$ cat config.mk
export PLATFORM = sky130hd
export DESIGN_NAME = alpha_cs_sequencer
export DESIGN_NICKNAME = d
export VERILOG_FILES = /design/src/rtl/alpha_cs_pkg.sv /design/src/rtl/alpha_rr_arb2.sv /design/src/rtl/alpha_cs_sequencer.sv
export SDC_FILE = /design/constraint.sdc
export NUM_CORES = 1
export LEC_CHECK = 0
export CAP_MARGIN = 5
export CORE_MARGIN = 1
export CORE_UTILIZATION = 45
export CTS_BUF_LIST = sky130_fd_sc_hd__clkbuf_8
export DETAILED_ROUTE_END_ITERATION = 10
export PLACE_DENSITY = 0.88
export SYNTH_ARGS = -nofsm -noshare
export SYNTH_HDL_FRONTEND = slang
export SYNTH_HIERARCHICAL = 1
export SYNTH_SLANG_ARGS = --single-unit
export TNS_END_PERCENT = 5
$ cat constraint.sdc
create_clock -name clk -period 5.25 [get_ports clk]
set_input_delay 1.575 -clock clk [delete_from_list [all_inputs] [get_ports clk]]
set_output_delay 1.575 -clock clk [all_outputs]
set_load 0.005 [all_outputs]
$ cat src/rtl/alpha_cs_pkg.sv
// Shared types and constants for the chip-select sequencer.
//   cs_state_t  : sequencer FSM states
//   DEC_EN_*    : decoder enable patterns, ordered {e1, ne2, ne3}
//   OWNER_*     : bus owner encoding (owner output / round-robin history)
package alpha_cs_pkg;

    localparam int unsigned SEL_BITS = 3;
    localparam int unsigned NUM_SEL  = 8;

    typedef enum logic [1:0] {
        IDLE    = 2'd0,
        SETUP   = 2'd1,
        ACTIVE  = 2'd2,
        RECOVER = 2'd3
    } cs_state_t;

    localparam logic [2:0] DEC_EN_ON  = 3'b100;
    localparam logic [2:0] DEC_EN_OFF = 3'b011;

    localparam logic OWNER_CPU = 1'b0;
    localparam logic OWNER_DMA = 1'b1;

endpackage

$ cat src/rtl/alpha_rr_arb2.sv
// Two-way round-robin arbiter between CPU and DMA requests.
//   cpu_req, dma_req : level requests
//   owner            : last granted requester (0 = CPU, 1 = DMA)
//   gnt_valid_c      : some request is pending
//   gnt_owner_c      : requester to grant (valid only with gnt_valid_c)
module alpha_rr_arb2
    import alpha_cs_pkg::*;
(
    input  logic cpu_req,
    input  logic dma_req,
    input  logic owner,
    output logic gnt_valid_c,
    output logic gnt_owner_c
);

    // On a tie, grant whoever was not granted last.
    always_comb begin
        gnt_valid_c = cpu_req | dma_req;
        gnt_owner_c = OWNER_CPU;
        if (cpu_req && dma_req) begin
            gnt_owner_c = ~owner;
        end else if (dma_req) begin
            gnt_owner_c = OWNER_DMA;
        end
    end

endmodule

$ cat src/rtl/alpha_cs_sequencer.sv
// Shares the board 3-to-8 chip-select decoder between the CPU and DMA.
// Each access: arbitrate, one setup cycle with the decoder disabled, W+1
// enabled cycles (W from the per-select wait table), ack on the last
// enabled cycle, then one recovery cycle.
//   clk, reset        : clock, synchronous active-high reset
//   cpu_req/sel/ack   : CPU request, target select, completion pulse
//   dma_req/sel/ack   : DMA request, target select, completion pulse
//   wait_tbl          : wait count per select, field k at k*WAIT_BITS
//   dec_in            : decoder select inputs
//   dec_e1/ne2/ne3    : decoder enables (active only in ACTIVE)
//   owner             : current/last grant, 0 = CPU, 1 = DMA
//   busy              : sequencer not idle
module alpha_cs_sequencer
    import alpha_cs_pkg::*;
#(
    parameter int unsigned WAIT_BITS = 3
) (
    input  logic                          clk,
    input  logic                          reset,
    input  logic                          cpu_req,
    input  logic [SEL_BITS-1:0]           cpu_sel,
    output logic                          cpu_ack,
    input  logic                          dma_req,
    input  logic [SEL_BITS-1:0]           dma_sel,
    output logic                          dma_ack,
    input  logic [NUM_SEL*WAIT_BITS-1:0]  wait_tbl,
    output logic [SEL_BITS-1:0]           dec_in,
    output logic                          dec_e1,
    output logic                          dec_ne2,
    output logic                          dec_ne3,
    output logic                          owner,
    output logic                          busy
);

    cs_state_t             state_q, state_d;
    logic [SEL_BITS-1:0]   sel_q, sel_d;
    logic [WAIT_BITS-1:0]  cnt_q, cnt_d;
    logic                  owner_q, owner_d;
    logic [2:0]            en_q, en_d;
    logic                  cpu_ack_q, cpu_ack_d;
    logic                  dma_ack_q, dma_ack_d;
    logic                  busy_q, busy_d;

    logic                  gnt_valid_c;
    logic                  gnt_owner_c;
    logic                  done_c;
    logic [WAIT_BITS-1:0]  wait_fld [NUM_SEL];

    alpha_rr_arb2 u_arb (
        .cpu_req     (cpu_req),
        .dma_req     (dma_req),
        .owner       (owner_q),
        .gnt_valid_c (gnt_valid_c),
        .gnt_owner_c (gnt_owner_c)
    );

    // Split the flat wait table into per-select fields.
    always_comb begin
        for (int k = 0; k < NUM_SEL; k++) begin
            wait_fld[k] = wait_tbl[k*WAIT_BITS +: WAIT_BITS];
        end
    end

    // Next state, latches and counter; outputs are derived from the next
    // state so that they register in step with it.
    always_comb begin
        state_d = state_q;
        sel_d   = sel_q;
        cnt_d   = cnt_q;
        owner_d = owner_q;

        unique case (state_q)
            IDLE: begin
                if (gnt_valid_c) begin
                    state_d = SETUP;
                    owner_d = gnt_owner_c;
                    sel_d   = (gnt_owner_c == OWNER_DMA) ? dma_sel : cpu_sel;
                    cnt_d   = wait_fld[sel_d];
                end
            end
            SETUP: begin
                state_d = ACTIVE;
            end
            ACTIVE: begin
                // cnt only decrements while nonzero, so it never wraps.
                if (cnt_q == '0) begin
                    state_d = RECOVER;
                end else begin
                    cnt_d = WAIT_BITS'(cnt_q - 1'b1);
                end
            end
            RECOVER: begin
                state_d = IDLE;
            end
            default: begin
                state_d = IDLE;
            end
        endcase

        done_c    = (state_d == ACTIVE) && (cnt_d == '0);
        en_d      = (state_d == ACTIVE) ? DEC_EN_ON : DEC_EN_OFF;
        cpu_ack_d = done_c && (owner_d == OWNER_CPU);
        dma_ack_d = done_c && (owner_d == OWNER_DMA);
        busy_d    = (state_d != IDLE);
    end

    always_ff @(posedge clk) begin
        if (reset) begin
            state_q   <= IDLE;
            sel_q     <= '0;
            cnt_q     <= '0;
            owner_q   <= OWNER_DMA;
            en_q      <= DEC_EN_OFF;
            cpu_ack_q <= 1'b0;
            dma_ack_q <= 1'b0;
            busy_q    <= 1'b0;
        end else begin
            state_q   <= state_d;
            sel_q     <= sel_d;
            cnt_q     <= cnt_d;
            owner_q   <= owner_d;
            en_q      <= en_d;
            cpu_ack_q <= cpu_ack_d;
            dma_ack_q <= dma_ack_d;
            busy_q    <= busy_d;
        end
    end

    // dec_in tracks the latched select; it holds through RECOVER and IDLE.
    assign dec_in                     = sel_q;
    assign {dec_e1, dec_ne2, dec_ne3} = en_q;
    assign cpu_ack                    = cpu_ack_q;
    assign dma_ack                    = dma_ack_q;
    assign owner                      = owner_q;
    assign busy                       = busy_q;

endmodule

==> impl_metrics.tcl <==
set metrics [dict create \
    cp.arrival_ns 3.86 \
    syn_avg_cell_area_sq_um 8.03 \
    place_inst 189 \
    hold_buffers 0 \
    leakage_nw 0.594 \
    synth_cell_types 37 \
    grt_max_degree 15 \
    tns_ns 0 \
    port_buffers 43 \
    relSlewSlack 0.710 \
    io_pins 44 \
    max_stage_delay_ns 0.46 \
    dr.pass1.iters 4 \
    finish.instance_area_sq_mm 0.00149 \
    cts-root-buf "clkbuf_8" \
    diodes 0 \
    netlist_instances 124 \
    clk-insertion-delay-late_ns 0.24 \
    path_class "in -> reg" \
    worst-path-max-fanout 14 \
    endpoint_kind "flop" \
    netlist_area_sq_um 996 \
    final_common_cell "clkdlybuf4s50_1" \
    antenna_found_initial 0 \
    dp_hpwl_um 2110 \
    area_growth_syn_to_layout_pct 49.4 \
    place_area_sq_mm 0.00143 \
    cts_buffer_depth 2 \
    status "finished clean" \
    hp-class "reg -> reg" \
    vias_per_cell 5.50 \
    grt_overflow 0 \
    yosysWarningCount 6 \
    worst_slew_pin_slew_ns 0.423 \
    synthArstFlopShare 0 \
    dieArea_sq_mm 0.00241 \
    required_ns 5.41 \
    min_period_ns 3.69 \
    post_cts_resized 0 \
    cp-start-kind "input port" \
    min_period_over_period 0.704 \
    slew_violations 0 \
    synth_edf_count 0 \
    p_total_mw 0.612 \
    track_usage 0.240 \
    coreArea_sq_mm 0.00202 \
    max_freq_mhz 271 \
    start_util 0.493 \
    setup_viol 0 \
    ys_ff_latch 14 \
    final_layout_size_suffix_gt1_frac 0.0723 \
    die_h_um 49.0 \
    utilization 0.736 \
    cts_sinks 14 \
    synthesis.nets 162 \
    most-common-layout-cells "clkdlybuf4s50_1, a21oi_1, dfxtp_1" \
    tritoncts "built" \
    row_count 16 \
    fin_skew_ns 0.00328 \
    rsz0062_at_grt "no" \
    fin_cells 193 \
    maxCapViolations 0 \
    cts_setup_buffers 0 \
    place_congestion 0.763 \
    cp_cell_sequence "clkdlybuf4s50_1 > a21boi_1 > buf_4 > mux2i_1 > buf_4 > mux2i_1 > a21oi_1 > o221ai_2 > nand4_1 > nor3_1" \
    die_x_um 49.0 \
    nNetsFinal 205 \
    hold_violations 0 \
    synth_flop_cell "dfxtp_1" \
    vias 1061 \
    ant_nets 0 \
    cellPowerDensity_mw_per_mm2 411 \
    crit_slowest_cell "clkdlybuf4s50_1" \
    drc_errors 0 \
    path_clk_slew_ns 0.06 \
    drt-wirelength-per-cell_um 13.6 \
    synth_seq_area_share 0.281 \
    peakVddDrop_mv 0.399 \
    drt_iter0_markers 41 \
    totalWireLength_um 2630 \
    cts-buffers-inserted 3 \
    htreeDepth 1 \
    grt_pass1_vias 1031 \
    grt_pass1_wl_um 4510 \
]
-- final cells by class --
class	instances	area, sq um
inverter	9	33.8
clock buffer	4	55.1
timing repair buffer	45	445
tap	27	33.8
fill	146	534
multi-input combinational	94	639
sequential	14	280
-- sequential cells by signal, summed over array words and instances, names as in the netlist --
name,count
cpu_ack,1
owner,1
state_q,2
busy,1
en_q,2
cnt_q,3
dma_ack,1
dec_in,3
-- cells in the mapped netlist (3+ instances only) --
cell	instances	area (sq um)
a211oi_1	5	37.5
a21oi_1	15	75.1
clkbuf_1	3	11.3
dfxtp_1	14	280
ha_1	4	50.1
inv_1	9	33.8
mux2i_1	10	100
nand2_1	6	22.5
nand2b_1	4	25.0
nor2_1	10	37.5
nor2b_1	7	43.8
nor3_1	3	15.0
o21ai_0	3	15.0
o21ai_1	3	15.0
-- cells by family after synthesis --
family	Yosys count	share of synthesized area
muxes	12	0.127
buffers and inverters	16	0.0766
DFF	14	0.281
and+or+nand+nor	37	0.192
adders and majority gates	4	0.0503
AOI/OAI and AO/OA	41	0.273
-- critical path: cells and delay by family --
family          cells  cell delay [ns]
simple gates        2             0.31
buf+inv             3             0.93
compound gates      3             0.45
mux                 2             0.58
-- path summary, 6_finish.rpt --
check	slack, ns	startpoint	depth (start not counted)	end
max reg2reg	3.04	owner$_SDFF_PP1_	9	dma_ack$_SDFF_PP0_
max	1.56	dma_req	10	dma_ack$_SDFF_PP0_
min reg2reg	0.52	dec_in[0]$_SDFFE_PP0P_	2	dec_in[0]$_SDFFE_PP0P_
min	0.52	dec_in[0]$_SDFFE_PP0P_	2	dec_in[0]$_SDFFE_PP0P_
-- layer usage --
| metal | part of all wire | track usage | up-vias |
|---|---|---|---|
| li1 | - | - | 526 |
| met5 | 0 | 0 | - |
| met2 | 0.49 | 0.428 | 60 |
| met4 | 0.0061 | 0.0588 | 0 |
| met3 | 0.089 | 0.0623 | 2 |
| met1 | 0.42 | 0.284 | 473 |
-- through the flow --
step / hold WS (ns) / setup WS, ns
global route: 0.551 / 1.33
global placement: 0.489 / 1.44
finish: 0.524 / 1.56
CTS: 0.524 / 1.57
floorplan: 0.494 / 2.00
detailed placement: 0.516 / 1.32
-- report_power, final --
group,switching (mW),total (mW),internal (mW)
logic,0.163,0.335,0.172
clock network,0.0370,0.103,0.0663
registers,0.0257,0.173,0.148
total,0.226,0.612,0.386
Note: power is estimated with default switching activity, not from simulation.
